--- src/rtl/fpu_bist_pkg.sv ---
// Shared definitions for the FPU comparator self-test blocks: states, sweep
// counters, mantissa patterns, LFSR polynomial and IEEE-754 helpers.
package fpu_bist_pkg;

    localparam int unsigned MANT_W = 23;

    typedef enum logic [2:0] {
        IDLE    = 3'd0,
        SWEEP_A = 3'd1,
        SWEEP_B = 3'd2,
        DRAIN   = 3'd3,
        DONE    = 3'd4
    } bist_state_t;

    // Sweep counters; SWEEP_B reuses i/s1/s2 and adds b/r.
    typedef struct packed {
        logic [7:0] i;
        logic [7:0] j;
        logic       s1;
        logic       s2;
        logic [3:0] it;
        logic [3:0] jt;
        logic [4:0] b;
        logic [3:0] r;
    } sweep_cnt_t;

    localparam logic [MANT_W-1:0] MANT_ZERO   = 23'h000000;
    localparam logic [MANT_W-1:0] MANT_ONE    = 23'h000001;
    localparam logic [MANT_W-1:0] MANT_TWO    = 23'h000002;
    localparam logic [MANT_W-1:0] MANT_MID3   = 23'h380000;
    localparam logic [MANT_W-1:0] MANT_MSB    = 23'h400000;
    localparam logic [MANT_W-1:0] MANT_MSB_LO = 23'h5FFFFF;
    localparam logic [MANT_W-1:0] MANT_ONES   = 23'h7FFFFF;

    // Galois taps for x^32 + x^22 + x^2 + x + 1 (right-shifting form)
    localparam logic [31:0] LFSR_POLY = 32'h80200003;

    function automatic logic nan(input logic [31:0] x);
        return (x[30:23] == 8'hFF) && (x[22:0] != 23'd0);
    endfunction

    function automatic logic [31:0] lfsr_step(input logic [31:0] x);
        return {1'b0, x[31:1]} ^ (x[0] ? LFSR_POLY : 32'd0);
    endfunction

    function automatic logic [MANT_W-1:0] mant_pat(input logic [3:0] k,
                                                   input logic [MANT_W-1:0] rnd);
        logic [MANT_W-1:0] m;
        case (k)
            4'd0:    m = MANT_ZERO;
            4'd1:    m = MANT_ONE;
            4'd2:    m = MANT_TWO;
            4'd3:    m = MANT_MID3;
            4'd4:    m = MANT_MSB;
            4'd5:    m = MANT_MSB_LO;
            4'd6:    m = MANT_ONES;
            default: m = rnd;
        endcase
        return m;
    endfunction

endpackage

--- src/rtl/feq_ref_model.sv ---
// Combinational IEEE-754 single-precision equality reference: +0 == -0,
// NaN never equal and raises the invalid flag.
module feq_ref_model
    import fpu_bist_pkg::*;
(
    input  logic [31:0] x1,
    input  logic [31:0] x2,
    output logic        exp_y_c,
    output logic        exp_exc_c
);

    always_comb begin
        exp_exc_c = nan(x1) || nan(x2);
        exp_y_c   = !exp_exc_c &&
                    ((x1 == x2) || ((x1[30:0] == 31'd0) && (x2[30:0] == 31'd0)));
    end

endmodule

--- src/rtl/feq_bist.sv ---
// Self-test initiator for the feq comparator: drives swept operand pairs,
// checks feq results one cycle later, counts mismatches, keeps the first.
module feq_bist
    import fpu_bist_pkg::*;
#(
    parameter int unsigned EXP_MAX   = 255,
    parameter logic [31:0] LFSR_SEED = 32'hACE12345
) (
    input  logic        clk,
    input  logic        rst,
    input  logic        start,
    output logic        busy,
    output logic        done,
    output logic        pass,
    output logic [15:0] err_count,
    output logic [31:0] fail_x1,
    output logic [31:0] fail_x2,
    output logic [31:0] feq_x1,
    output logic [31:0] feq_x2,
    input  logic        feq_y,
    input  logic        feq_exception
);

    localparam logic [7:0] I_LAST_A = 8'(EXP_MAX);
    localparam logic [7:0] I_LAST_B = (EXP_MAX > 254) ? 8'd254 : 8'(EXP_MAX);
    localparam logic [3:0] PAT_LAST = 4'd9;
    localparam logic [4:0] B_LAST   = 5'd22;

    bist_state_t state, state_nxt;
    sweep_cnt_t  cnt, cnt_nxt;
    logic        run_start, lo_wrap;

    logic [31:0] lfsr, lfsr_nxt;
    logic [31:0] vx1, vx2;
    logic [MANT_W-1:0] m1, tmask;
    logic        vec_valid, chk_valid, exp_y_q, exp_exc_q, exp_y, exp_exc;
    logic        mismatch, busy_nxt, done_nxt, pass_nxt;
    logic [15:0] err_nxt;
    logic [31:0] fail_x1_nxt, fail_x2_nxt;

    // Next state and sweep counter advance
    always_comb begin
        state_nxt = state;
        cnt_nxt   = cnt;
        run_start = 1'b0;
        lo_wrap   = 1'b0;
        case (state)
            IDLE, DONE: begin
                if (start) begin
                    run_start = 1'b1;
                    state_nxt = SWEEP_A;
                    cnt_nxt   = '0;
                end
            end
            SWEEP_A: begin
                cnt_nxt.jt = (cnt.jt == PAT_LAST) ? 4'd0 : cnt.jt + 4'd1;
                if (cnt.jt == PAT_LAST)
                    cnt_nxt.it = (cnt.it == PAT_LAST) ? 4'd0 : cnt.it + 4'd1;
                lo_wrap = (cnt.jt == PAT_LAST) && (cnt.it == PAT_LAST);
            end
            SWEEP_B: begin
                cnt_nxt.r = (cnt.r == PAT_LAST) ? 4'd0 : cnt.r + 4'd1;
                if (cnt.r == PAT_LAST)
                    cnt_nxt.b = (cnt.b == B_LAST) ? 5'd0 : cnt.b + 5'd1;
                lo_wrap = (cnt.r == PAT_LAST) && (cnt.b == B_LAST);
            end
            DRAIN:   state_nxt = DONE;
            default: state_nxt = IDLE;
        endcase

        // Sign bits sit between the mantissa and exponent counters in both sweeps
        if (lo_wrap) begin
            cnt_nxt.s2 = ~cnt.s2;
            if (cnt.s2)
                cnt_nxt.s1 = ~cnt.s1;
            if (cnt.s2 && cnt.s1) begin
                if (state == SWEEP_A) begin
                    cnt_nxt.j = (cnt.j == I_LAST_A) ? 8'd0 : cnt.j + 8'd1;
                    if (cnt.j == I_LAST_A) begin
                        cnt_nxt.i = cnt.i + 8'd1;
                        if (cnt.i == I_LAST_A) begin
                            cnt_nxt   = '0;
                            state_nxt = SWEEP_B;
                        end
                    end
                end else begin
                    cnt_nxt.i = cnt.i + 8'd1;
                    if (cnt.i == I_LAST_B) begin
                        cnt_nxt   = '0;
                        state_nxt = DRAIN;
                    end
                end
            end
        end
    end

    // Vector generation, result check and registered-output next values
    always_comb begin
        vec_valid = (state == SWEEP_A) || (state == SWEEP_B);
        m1        = lfsr[31:9];
        tmask     = MANT_W'((24'd1 << cnt.b) - 24'd1);
        vx1       = {cnt.s1, cnt.i, m1};
        vx2       = {cnt.s2, cnt.i, (m1 & ~tmask) | (lfsr[22:0] & tmask)};
        if (state == SWEEP_A) begin
            vx1 = {cnt.s1, cnt.i, mant_pat(cnt.it, lfsr[31:9])};
            vx2 = {cnt.s2, cnt.j, mant_pat(cnt.jt, lfsr[22:0])};
        end

        lfsr_nxt = lfsr;
        if (run_start)
            lfsr_nxt = LFSR_SEED;
        else if (vec_valid)
            lfsr_nxt = lfsr_step(lfsr);

        mismatch    = chk_valid && ((feq_y != exp_y_q) || (feq_exception != exp_exc_q));
        err_nxt     = err_count;
        fail_x1_nxt = fail_x1;
        fail_x2_nxt = fail_x2;
        if (run_start) begin
            err_nxt     = 16'd0;
            fail_x1_nxt = 32'd0;
            fail_x2_nxt = 32'd0;
        end else if (mismatch) begin
            if (err_count != 16'hFFFF)
                err_nxt = err_count + 16'd1;
            if (err_count == 16'd0) begin
                fail_x1_nxt = feq_x1;
                fail_x2_nxt = feq_x2;
            end
        end

        // busy covers the drain cycle; done follows one cycle after DONE is entered
        busy_nxt = (state_nxt == SWEEP_A) || (state_nxt == SWEEP_B) ||
                   (state_nxt == DRAIN)   || (state == DRAIN);
        done_nxt = (state == DONE) && (state_nxt == DONE);
        pass_nxt = done_nxt && (err_count == 16'd0);
    end

    feq_ref_model u_ref (
        .x1        (vx1),
        .x2        (vx2),
        .exp_y_c   (exp_y),
        .exp_exc_c (exp_exc)
    );

    always_ff @(posedge clk or posedge rst) begin
        if (rst) begin
            state     <= IDLE;
            cnt       <= '0;
            lfsr      <= LFSR_SEED;
            feq_x1    <= 32'd0;
            feq_x2    <= 32'd0;
            chk_valid <= 1'b0;
            exp_y_q   <= 1'b0;
            exp_exc_q <= 1'b0;
            err_count <= 16'd0;
            fail_x1   <= 32'd0;
            fail_x2   <= 32'd0;
            busy      <= 1'b0;
            done      <= 1'b0;
            pass      <= 1'b0;
        end else begin
            state     <= state_nxt;
            cnt       <= cnt_nxt;
            lfsr      <= lfsr_nxt;
            if (vec_valid) begin
                feq_x1 <= vx1;
                feq_x2 <= vx2;
            end
            chk_valid <= vec_valid;
            exp_y_q   <= exp_y;
            exp_exc_q <= exp_exc;
            err_count <= err_nxt;
            fail_x1   <= fail_x1_nxt;
            fail_x2   <= fail_x2_nxt;
            busy      <= busy_nxt;
            done      <= done_nxt;
            pass      <= pass_nxt;
        end
    end

endmodule
--- config.mk ---
export PLATFORM = sky130hd
export DESIGN_NAME = feq_bist
export DESIGN_NICKNAME = d
export VERILOG_FILES = /design/src/rtl/fpu_bist_pkg.sv /design/src/rtl/feq_ref_model.sv /design/src/rtl/feq_bist.sv
export SDC_FILE = /design/constraint.sdc
export NUM_CORES = 1
export LEC_CHECK = 0
export ABC_AREA = 1
export CORE_MARGIN = 2
export CORE_UTILIZATION = 30
export CTS_CLUSTER_DIAMETER = 150
export DETAILED_ROUTE_END_ITERATION = 8
export GPL_ROUTABILITY_DRIVEN = 1
export HOLD_SLACK_MARGIN = 0.1
export RECOVER_POWER = 25
export SLEW_MARGIN = 20
export SYNTH_ARGS = -nofsm -noshare
export SYNTH_HDL_FRONTEND = slang
export SYNTH_SLANG_ARGS = --single-unit
--- constraint.sdc ---
create_clock -name clk -period 10.2 [get_ports clk]
set_input_delay 1.53 -clock clk [delete_from_list [all_inputs] [get_ports clk]]
set_output_delay 1.53 -clock clk [all_outputs]
set_load 0.01 [all_outputs]
==> summary.txt, run 1 <==
Run status
  – Status: finished, violations left
  – Failing checks: capacitance limit, slew limit

Synthesis
  – Yosys warns: 0
  – Synth Net Count: between 1500 and 2000
  – Area leader, netlist: dfrtp_1
  – Most used DFF post-synth: dfrtp_1
  – Top post-synthesis cells by area: dfrtp_1, nand2_1, inv_1
  – Count leader, synth: nand2_1
  – Synthesized instance count: roughly 1700
  – Async SR Flop Fraction: 100%
  – Synthesized flop and latch total: 220
  – Post-synth EDFFs: 0
  – Sequential element share of the synthesized area: between 40% and 50%
  – Mapped Area: 12500 µm²
  – Top post-synthesis cells by count: nand2_1, inv_1, dfrtp_1, nand3_1, o21ai_0
  – Avg Cell Area, Syn: roughly 7.5 µm²
  – Yosys top cell area share: between 40% and 50%
  – Yosys cell types: just over 50

Global routing
  – Gr ovfl total: 0
  – Largest net degree at the start of global routing: about 120
  – GRT Total Usage: between 10% and 20%
  – Initial antenna violation count: 0
  – Vias in the first global route: approximately 11000
  – First-pass GRT wire length: 62.6 mm

Layout
  – Ant. Diodes: 0
  – Core Util, Final: a little under two fifths
  – Syn-to-layout area delta: 22.3%
  – Share of cells above drive strength 1: between 7 and 8%
  – Post-layout nets: 1817
  – Filler cell count: ~4300
  – Finished Layout Cells: 2345

STA
  – Setup violators final: 0
  – Hold Fails Final Rpt: 0
  – Setup Skew: 0.0140 ns
  – Sum Neg Setup Slack: 0 ns
  – Worst setup margin: 4.03 ns
  – Tcrit/Tclk final: roughly three fifths
  – Max Fclk: 162 MHz
  – Tightest Pin Transition: a little over 5 ns
  – Max Slew Vio Count: between 200 and 300
  – Min cycle time layout: slightly above 6 ns
  – RSZ-0062 raised after global routing: no
  – Slew margin rel.: -240%

Clocking
  – Maximum clock path buffer count: 3
  – H-tree levels: 1
  – # clock sinks: 220
  – CTS Buf Count: 23
  – CTS tree: done
  – Skew-Pair Late Insertion Delay: approximately 0.53 ns
  – Post-cts sizing count: 0
  – Clk root buf: clkbuf_16
  – Hold buffer count at cts: 0
  – Postcts setup bufs: 0
  – Worst-path clk slew: 0.07 ns

Drt
  – Overall routed net length: a little under 40 mm
  – Antenna viol nets, final: 0
  – 1st-iter DRT viols: between 800 and 900
  – Wire length per cell: 16.8 µm
  – Vias: about 12000
  – Router iterations before antenna repair: 8
  – Vias per Instance: around 5
  – DRC: 0

Pwr
  – Combinational share of power: 40.6%
  – Leakage power: between 6 and 7 nW
  – Internal power: around 2.3 mW
  – Pwr/cell area: between 200 and 300 nW/µm²
  – Clk pwr share: about 24%
  – Sw Pwr: 1.50 mW
  – Sequential share of power: a little over a third
  – Sw frac: between 30% and 40%
  – Tot Pwr: ~3.8 mW
  – Max IR drop VDD: 0.0906 mV

Floorplan
  – Die height: between 200 and 250 µm
  – Die footprint: roughly 43000 µm²
  – Core ar.: slightly above 40000 µm²
  – Die width: 208 µm
  – Io pins: 152
  – Starting density of the core: a little under a third
  – Num rows: between 70 and 80

Placement
  – GPL Wtd Cong: 0.883
  – Detailed-placement wirelength estimate: 29.0 mm
  – DP Cell Count: 2304
  – IO buf count: between 150 and 200
  – Pre-CTS setup slack: ~5.6 ns

Critical path
  – Reg-to-Reg End: exp_y_q
  – CP required: roughly 11 ns
  – R2R cell count: 14
  – Worst reg2reg startpoint: state[0]
  – Worst-path fanout max: a little under 60
  – Reg-to-reg setup timing slack: 4.03 ns
  – Critical path launch point type: flop
  – Worst EP arrival: between 6 and 7 ns
  – Setup CP Type: flop to flop
  – CP endpoint kind: flop

Worst hold path
  – Hold Path Depth: 2
  – Hold Crit Endpoint: lfsr[21]
  – HP Class: flop to flop
  – Hold path start: lfsr[21]

Job
  – Max cap viols: 4
==> cell type report <==
type	count	area (µm²)	share of cell area, %
multi-input cells	1116	5640	37.0
clock buffers	30	652	4.28
inverters	277	1040	6.84
flip-flops and latches	220	5520	36.2
well taps	532	666	4.37
repair buffers	159	1560	10.2
clock inverters	11	168	1.10
==> cell usage in the layout, fill, tap and decap left out, types with 8 or more instances in the layout <==
cell	synthesis	routed
nand2_1	339	339
inv_1	266	265
dfrtp_1	206	206
nand3_1	174	174
o21ai_0	161	161
clkdlybuf4s50_1	0	148
nor2_1	124	123
o22ai_1	69	69
a21oi_1	55	55
nand4_1	26	26
clkbuf_16	0	23
nor2_2	19	21
nor3_1	19	19
nand2_2	18	18
ha_1	15	15
dfstp_2	14	14
nand3_2	11	11
nor2_4	10	9
inv_2	8	8
==> state kept, by name, summed over array words and instances (netlist names), 3 cells and up <==
signal	flops
lfsr	32
fail_x1	32
cnt	35
feq_x2	32
state	3
fail_x2	32
err_count	16
feq_x1	32
==> metrics by stage <==
step	hold WS, ns	cell area [µm²]
final	0.512	15200
after global routing	0.544	15200
after CTS	0.511	15300
after detailed placement	0.500	14500
after global placement	0.497	14500
after floorplan	0.471	12500
==> power groups by stage <==
stage          registers (mW)  clock network (mW)  logic, mW
2_1_floorplan            1.37                   0      0.844
3_3_place_gp             1.35                   0       1.53
3_5_place_dp             1.36                   0       1.54
4_1_cts                  1.35               0.937       1.55
5_1_grt                  1.38               0.970       1.73
6_report                 1.35               0.922       1.55
==> how the worst max path moves through the flow <==
stage                     startpoint       endpoint  cells after the start
after floorplan                  rst           busy                      1
after global routing             rst         cnt[9]                      4
after global placement         start  err_count[15]                     11
after CTS                      start  err_count[15]                     11
final                       state[0]        exp_y_q                     14
after detailed placement       start  err_count[15]                     11
==> worst max-delay path, stage by stage (launching register included) <==
cell      delay [ns]
dfrtp_1         0.53
nand2_2         0.14
clkbuf_1        2.07
nor2_1          1.02
nand2_1         0.65
inv_2           0.19
a21oi_1         0.51
inv_1           0.09
nand3_1         0.10
nand3_1         0.09
nor2_1          0.15
nand3_1         0.09
nor2_1          0.12
nand3_1         0.17
a21oi_2         0.16
==> layer usage <==
metal,track usage (%),part of all wire (%),vias to the layer above
met4,5.38,2.4,0
met1,25.2,46,5590
met2,28.1,45,387
met5,0,0,-
li1,-,-,5734
met3,2.56,6.5,54
==> cells by family (layout without fill, tap and decap cells) <==
logic type | Yosys count | after routing | synth area share [%]
compound gates | 328 | 328 | 14.8
simple gates | 759 | 759 | 27.9
fa+ha+maj | 15 | 15 | 1.51
xor+xnor | 14 | 14 | 0.984
flops | 220 | 220 | 44.3
buf+inv | 335 | 477 | 10.6
No activity file was read; power rests on OpenSTA's default activity.
==> run 2: changes to the inputs <==
clock period = 6.33 ns   (was 10.2 ns; I/O delays follow)
==> summary.txt, run 2 (same netlist as run 1, synthesis figures left out) <==
Drt
  – Wire length per cell: 16.7 µm (was 16.8 µm)
  – DRC: 0 (unchanged)
  – Overall routed net length: 39.3 mm (about the same)
  – Vias per Instance: 5.07 (was 5.02)
  – 1st-iter DRT viols: 1043 (was 861)
  – Antenna viol nets, final: 0 (unchanged)
  – Vias: 11900 (was 11800)
  – Router iterations before antenna repair: 8 (unchanged)

Layout
  – Ant. Diodes: 0 (unchanged)
  – Syn-to-layout area delta: 23.1% (was 22.3%)
  – Max reg flops: 35 (unchanged)
  – Top reg by flops: cnt (unchanged)
  – Most frequent cells in the layout: nand2_1, inv_1, dfrtp_1 (unchanged)
  – Filler cell count: 4191 (was 4253)
  – Multi-input logic area: 5640 µm² (about the same)
  – Commonest non-fill, non-tap cell in the layout: nand2_1 (unchanged)
  – Finished Layout Cells: 2349 (was 2345)
  – Register area: 5520 µm² (unchanged)
  – Share of cells above drive strength 1: 7.98% (was 7.67%)
  – Post-layout nets: 1819 (was 1817)

Pwr
  – Pwr/cell area: 402 nW/µm² (was 251 nW/µm²)
  – Max IR drop VDD: 0.165 mV (was 0.0906 mV)
  – Leakage power: 7.30 nW (was 7.00 nW)

STA
  – Max Fclk: about 220 MHz
  – Setup violators final: 0 (unchanged)
  – Max Slew Vio Count: 82 (was 283)
  – Setup Skew: 0.0131 ns (was 0.0140 ns)
  – Slew margin rel.: -93.7% (was -240%)
  – Hold Fails Final Rpt: 0 (unchanged)
  – Min Hold Slack: 0.515 ns (was 0.512 ns)
  – RSZ-0062 raised after global routing: no (unchanged)
  – Tcrit/Tclk final: between 70% and 80%
  – Sum Neg Setup Slack: 0 ns (unchanged)
  – Min cycle time layout: around 4.5 ns
  – Tightest Pin Transition: 2.91 ns (was 5.07 ns)

Placement
  – DP Cell Count: 2305 (was 2304)
  – IO buf count: 151 (unchanged)
  – GPL Wtd Cong: 0.915 (was 0.883)
  – Detailed-placement wirelength estimate: 28.8 mm (was 29.0 mm)

Clocking
  – CTS tree: done (unchanged)
  – Postcts setup bufs: 0 (unchanged)
  – Maximum clock path buffer count: 3 (unchanged)
  – H-tree levels: 1 (unchanged)
  – Post-cts sizing count: 0 (unchanged)
  – CTS Buf Count: 24 (was 23)
  – Hold buffer count at cts: 0 (unchanged)
  – Worst-path clk slew: 0.06 ns (was 0.07 ns)
  – Skew-Pair Late Insertion Delay: 0.54 ns (was 0.53 ns)
  – Clk root buf: clkbuf_16 (unchanged)
  – # clock sinks: 220 (unchanged)

Global routing
  – Largest net degree at the start of global routing: 169 (was 116)
  – Initial antenna violation count: 0 (unchanged)
  – Gr ovfl total: 0 (unchanged)
  – First-pass GRT wire length: 63.0 mm (was 62.6 mm)
  – GRT Total Usage: 17.9% (was 17.8%)
  – Vias in the first global route: 11200 (about the same)

Floorplan
  – Num rows: 74 (unchanged)
  – Die height: 208 µm (unchanged)
  – Core ar.: 40900 µm² (unchanged)
  – Die width: 208 µm (unchanged)
  – Io pins: 152 (unchanged)
  – Starting density of the core: 30.5% (unchanged)
  – Die footprint: 43200 µm² (unchanged)

Critical path
  – Setup CP Type: input pin to flop (was flop to flop)
  – R2R cell count: 10 (was 14)
  – Critical path launch point type: input pin (was flop)
  – Worst reg2reg startpoint: state[0] (unchanged)
  – Reg-to-Reg End: err_count[15] (was exp_y_q)
  – Worst EP arrival: 4.90 ns (was 6.63 ns)
  – Reg-to-reg setup timing slack: 2.09 ns (was 4.03 ns)
  – CP endpoint kind: flop (unchanged)
  – Worst-path fanout max: 28 (was 58)
  – CP required: 6.74 ns (was 10.66 ns)

Worst hold path
  – HP Class: flop to flop (unchanged)
  – Hold path start: lfsr[30] (was lfsr[21])
  – Hold Crit Endpoint: lfsr[29] (was lfsr[21])
  – Hold Path Depth: 2 (unchanged)

Job
  – Max cap viols: 2 (was 4)

Run status
  – Status: finished, violations left (unchanged)
  – Failing checks: capacitance limit, slew limit (unchanged)
-- run 2: cell types whose count changed in the layout (fill, tap and decap cells not counted), moves of 2 or more --
cell	change
nor2_2	-2
clkbuf_8	-2
buf_4	+2
clkbuf_16	+2
clkdlybuf4s50_1	-89
dlygate4sd3_1	+89
clkbuf_1	-2
clkinv_2	+3
-- run 2: per-layer routing --
layer  vias to the layer above  routed length (µm)  track usage, %
met1                      5700               18200            25.6
met2                       420               18000            28.4
met3                        59                2220            2.13
li1                       5737                   -               -
met5                         -                   0               0
met4                         0                 922            4.94
-- run 2: how the worst max path moves through the flow --
stage | start | to | slack [ns] | cells past startpoint
after floorplan | rst | busy | 2.52 | 1
after global placement | start | err_count[15] | 2.69 | 10
after detailed placement | start | err_count[15] | 2.63 | 10
after CTS | cnt[6] | exp_y_q | 2.78 | 17
after global routing | start | err_count[15] | 1.43 | 10
final | start | err_count[15] | 1.84 | 10
-- run 2: worst max-delay path: stages --
cell           delay [ns]
dlygate4sd3_1        0.55
inv_1                0.04
nor2_1               1.90
inv_2                0.03
nand2_1              0.32
nand3_1              0.17
nor4_1               0.51
nand3_1              0.17
o21ai_0              0.18
a21oi_1              0.06
-- run 2: through the flow --
step | utilization (%) | area (µm²) | power, mW | setup slack (ns)
detailed placement | 35.4 | 14500 | 4.67 | 2.63
finish | 37.5 | 15300 | 6.16 | 1.84
floorplan | - | 12500 | 3.58 | 2.52
global route | 37.5 | 15300 | 6.58 | 1.43
CTS | 37.5 | 15300 | 6.25 | 2.78
global placement | 35.4 | 14500 | 4.64 | 2.69
-- run 2: layout make-up --
type	instances	area share (%)
multi-input combinational	1116	36.8
sequential	220	36.0
timing repair buffer	160	10.3
inverter	277	6.81
clock buffer	30	4.40
tap	532	4.34
clock inverter	14	1.34
-- run 2: report_power, final --
group	total (mW)	switching [mW]	internal (mW)
registers	2.16	0.316	1.84
clock network	1.56	0.596	0.960
logic	2.45	1.51	0.939
total	6.16	2.42	3.74
==> run 3: changes to the inputs <==
clock period = 4.02 ns   (was 6.33 ns; I/O delays follow)
==> summary.txt, run 3 (same netlist as run 1, synthesis figures left out) <==
Run status
  – Status: finished, violations left (unchanged)
  – Failing checks: capacitance limit, slew limit (unchanged)

Drt
  – Vias per Instance: 5.10 (was 5.07)
  – Vias: 12000 (was 11900)
  – Overall routed net length: 40.6 mm (was 39.3 mm)
  – 1st-iter DRT viols: 1099 (was 1043)
  – DRC: 0 (unchanged)
  – Router iterations before antenna repair: 6 (was 8)
  – Antenna viol nets, final: 0 (unchanged)
  – Wire length per cell: 17.3 µm (was 16.7 µm)

STA
  – Tcrit/Tclk final: a little over four fifths
  – Hold Fails Final Rpt: 0 (unchanged)
  – Slew margin rel.: -38.0% (was -93.7%)
  – Setup Skew: 0.0155 ns (was 0.0131 ns)
  – Sum Neg Setup Slack: 0 ns (unchanged)
  – Max Fclk: 295 MHz
  – Min Hold Slack: 0.520 ns (was 0.515 ns)
  – Min cycle time layout: ~3.4 ns
  – RSZ-0062 raised after global routing: no (unchanged)
  – Max Slew Vio Count: 83 (was 82)
  – Tightest Pin Transition: 2.07 ns (was 2.91 ns)
  – Setup violators final: 0 (unchanged)

Clocking
  – H-tree levels: 1 (unchanged)
  – Post-cts sizing count: 0 (unchanged)
  – Maximum clock path buffer count: 3 (unchanged)
  – Postcts setup bufs: 0 (unchanged)
  – Worst-path clk slew: 0.06 ns (about the same)
  – CTS tree: done (unchanged)
  – CTS Buf Count: 24 (unchanged)
  – Clk root buf: clkbuf_16 (unchanged)
  – Hold buffer count at cts: 0 (unchanged)
  – # clock sinks: 220 (unchanged)
  – Skew-Pair Late Insertion Delay: 0.53 ns (was 0.54 ns)

Layout
  – Top reg by flops: cnt (unchanged)
  – Syn-to-layout area delta: 22.1% (was 23.1%)
  – Max reg flops: 35 (unchanged)
  – Ant. Diodes: 0 (unchanged)
  – Core Util, Final: 37.2% (was 37.5%)
  – Post-layout nets: 1825 (was 1819)
  – Share of cells above drive strength 1: 7.90% (was 7.98%)
  – Most frequent cells in the layout: nand2_1, inv_1, dfrtp_1 (unchanged)
  – Commonest non-fill, non-tap cell in the layout: nand2_1 (unchanged)
  – Finished Layout Cells: 2354 (was 2349)

Critical path
  – Worst EP arrival: 3.85 ns (was 4.90 ns)
  – CP required: 4.48 ns (was 6.74 ns)
  – Setup CP Type: flop to flop (was input pin to flop)
  – CP endpoint kind: flop (unchanged)
  – Critical path launch point type: flop (was input pin)
  – Worst-path fanout max: 7 (was 28)

Placement
  – DP Cell Count: 2311 (was 2305)
  – GPL Wtd Cong: 0.975 (was 0.915)
  – IO buf count: 151 (unchanged)
  – Detailed-placement wirelength estimate: 30.5 mm (was 28.8 mm)

Pwr
  – Sw Pwr: 3.85 mW (was 2.42 mW)
  – Sequential share of power: 36.0% (was 35.0%)
  – Max IR drop VDD: 0.253 mV (was 0.165 mV)
  – Pwr/cell area: 625 nW/µm² (was 402 nW/µm²)
  – Clk pwr share: 21.9% (was 25.3%)
  – Combinational share of power: 42.1% (was 39.8%)
  – Sw frac: 40.5% (was 39.3%)
  – Internal power: 5.66 mW (was 3.74 mW)
  – Leakage power: 6.99 nW (was 7.30 nW)

Floorplan
  – Starting density of the core: 30.5% (unchanged)
  – Die height: 208 µm (unchanged)
  – Core ar.: 40900 µm² (unchanged)
  – Die footprint: 43200 µm² (unchanged)
  – Io pins: 152 (unchanged)
  – Die width: 208 µm (unchanged)
  – Num rows: 74 (unchanged)

Global routing
  – Initial antenna violation count: 0 (unchanged)
  – GRT Total Usage: 18.5% (was 17.9%)
  – Gr ovfl total: 0 (unchanged)
  – First-pass GRT wire length: 65.0 mm (was 63.0 mm)
  – Vias in the first global route: 11400 (was 11200)
  – Largest net degree at the start of global routing: 94 (was 169)

Job
  – Max cap viols: 2 (unchanged)

Worst hold path
  – HP Class: flop to flop (unchanged)
## run 3: cell count changes in the layout (fill, tap and decap cells not counted), moves of 2 or more
cell,delta
clkdlybuf4s50_1,+91
dlygate4sd3_1,-91
clkbuf_1,+7
buf_4,+5
bufinv_16,-5
clkbuf_2,+2
## run 3: layout make-up
type                       instances  area [µm²]
multi-input combinational       1116        5640
inverter                         277        1040
timing repair buffer             166        1620
sequential                       220        5520
clock buffer                      36         687
clock inverter                     7        40.0
tap                              532         666
fill                            4233       25700
## run 3: worst max-delay path, stage by stage (launching register included)
cell and delay (ns):
dfrtp_1 0.41, inv_1 0.13, ha_1 0.25, inv_1 0.07
nor2_2 0.21, nand2_1 0.26, ha_1 0.32, nand3_2 0.18
clkinv_2 0.12, nand3_2 0.13, nand2_1 0.10, nand2_1 0.09
nand2_1 0.06, nand3_1 0.15, nand2_1 0.18, nor2_1 0.13
nand2_1 0.07, nor3_2 0.17, nand2_1 0.08, nand2_1 0.07
nand2_2 0.06, a21oi_2 0.09
## run 3: metal layers
| metal | GRT usage [%] | up-vias | wire length [µm] |
|---|---|---|---|
| met1 | 26.3 | 5702 | 18300 |
| met5 | 0 | - | 0 |
| met2 | 28.6 | 495 | 17900 |
| met3 | 3.15 | 72 | 3170 |
| met4 | 6.14 | 0 | 1280 |
| li1 | - | 5736 | - |
## run 3: worst paths after layout
path | from | to | slack [ns] | cells past startpoint
worst min register to register | lfsr[30] | lfsr[29] | 0.52 | 2
worst max register to register | cnt[4] | exp_y_q | 0.63 | 21
min in group asynchronous | rst | feq_x1[5] | 0.59 | 2
worst min-delay path | lfsr[30] | lfsr[29] | 0.52 | 2
worst max-delay path | cnt[4] | exp_y_q | 0.63 | 21
max in group asynchronous | rst | cnt[9] | 1.04 | 3
## run 3: power by group through the flow
| stage | sequential, mW | combinational (mW) | clock, mW |
|---|---|---|---|
| floorplan | 3.49 | 2.14 | 0 |
| global placement | 3.45 | 3.95 | 0 |
| detailed placement | 3.45 | 3.96 | 0 |
| CTS | 3.42 | 3.98 | 2.14 |
| global route | 3.50 | 4.41 | 2.24 |
| finish | 3.42 | 4.00 | 2.08 |
## run 3: through the flow
step,area (µm²),power [mW],setup WS (ns)
after floorplan,12500,5.63,0.560
after CTS,15300,9.54,0.681
after global routing,15200,10.1,0.350
final,15200,9.51,0.626
after detailed placement,14500,7.41,0.708
after global placement,14500,7.40,0.663
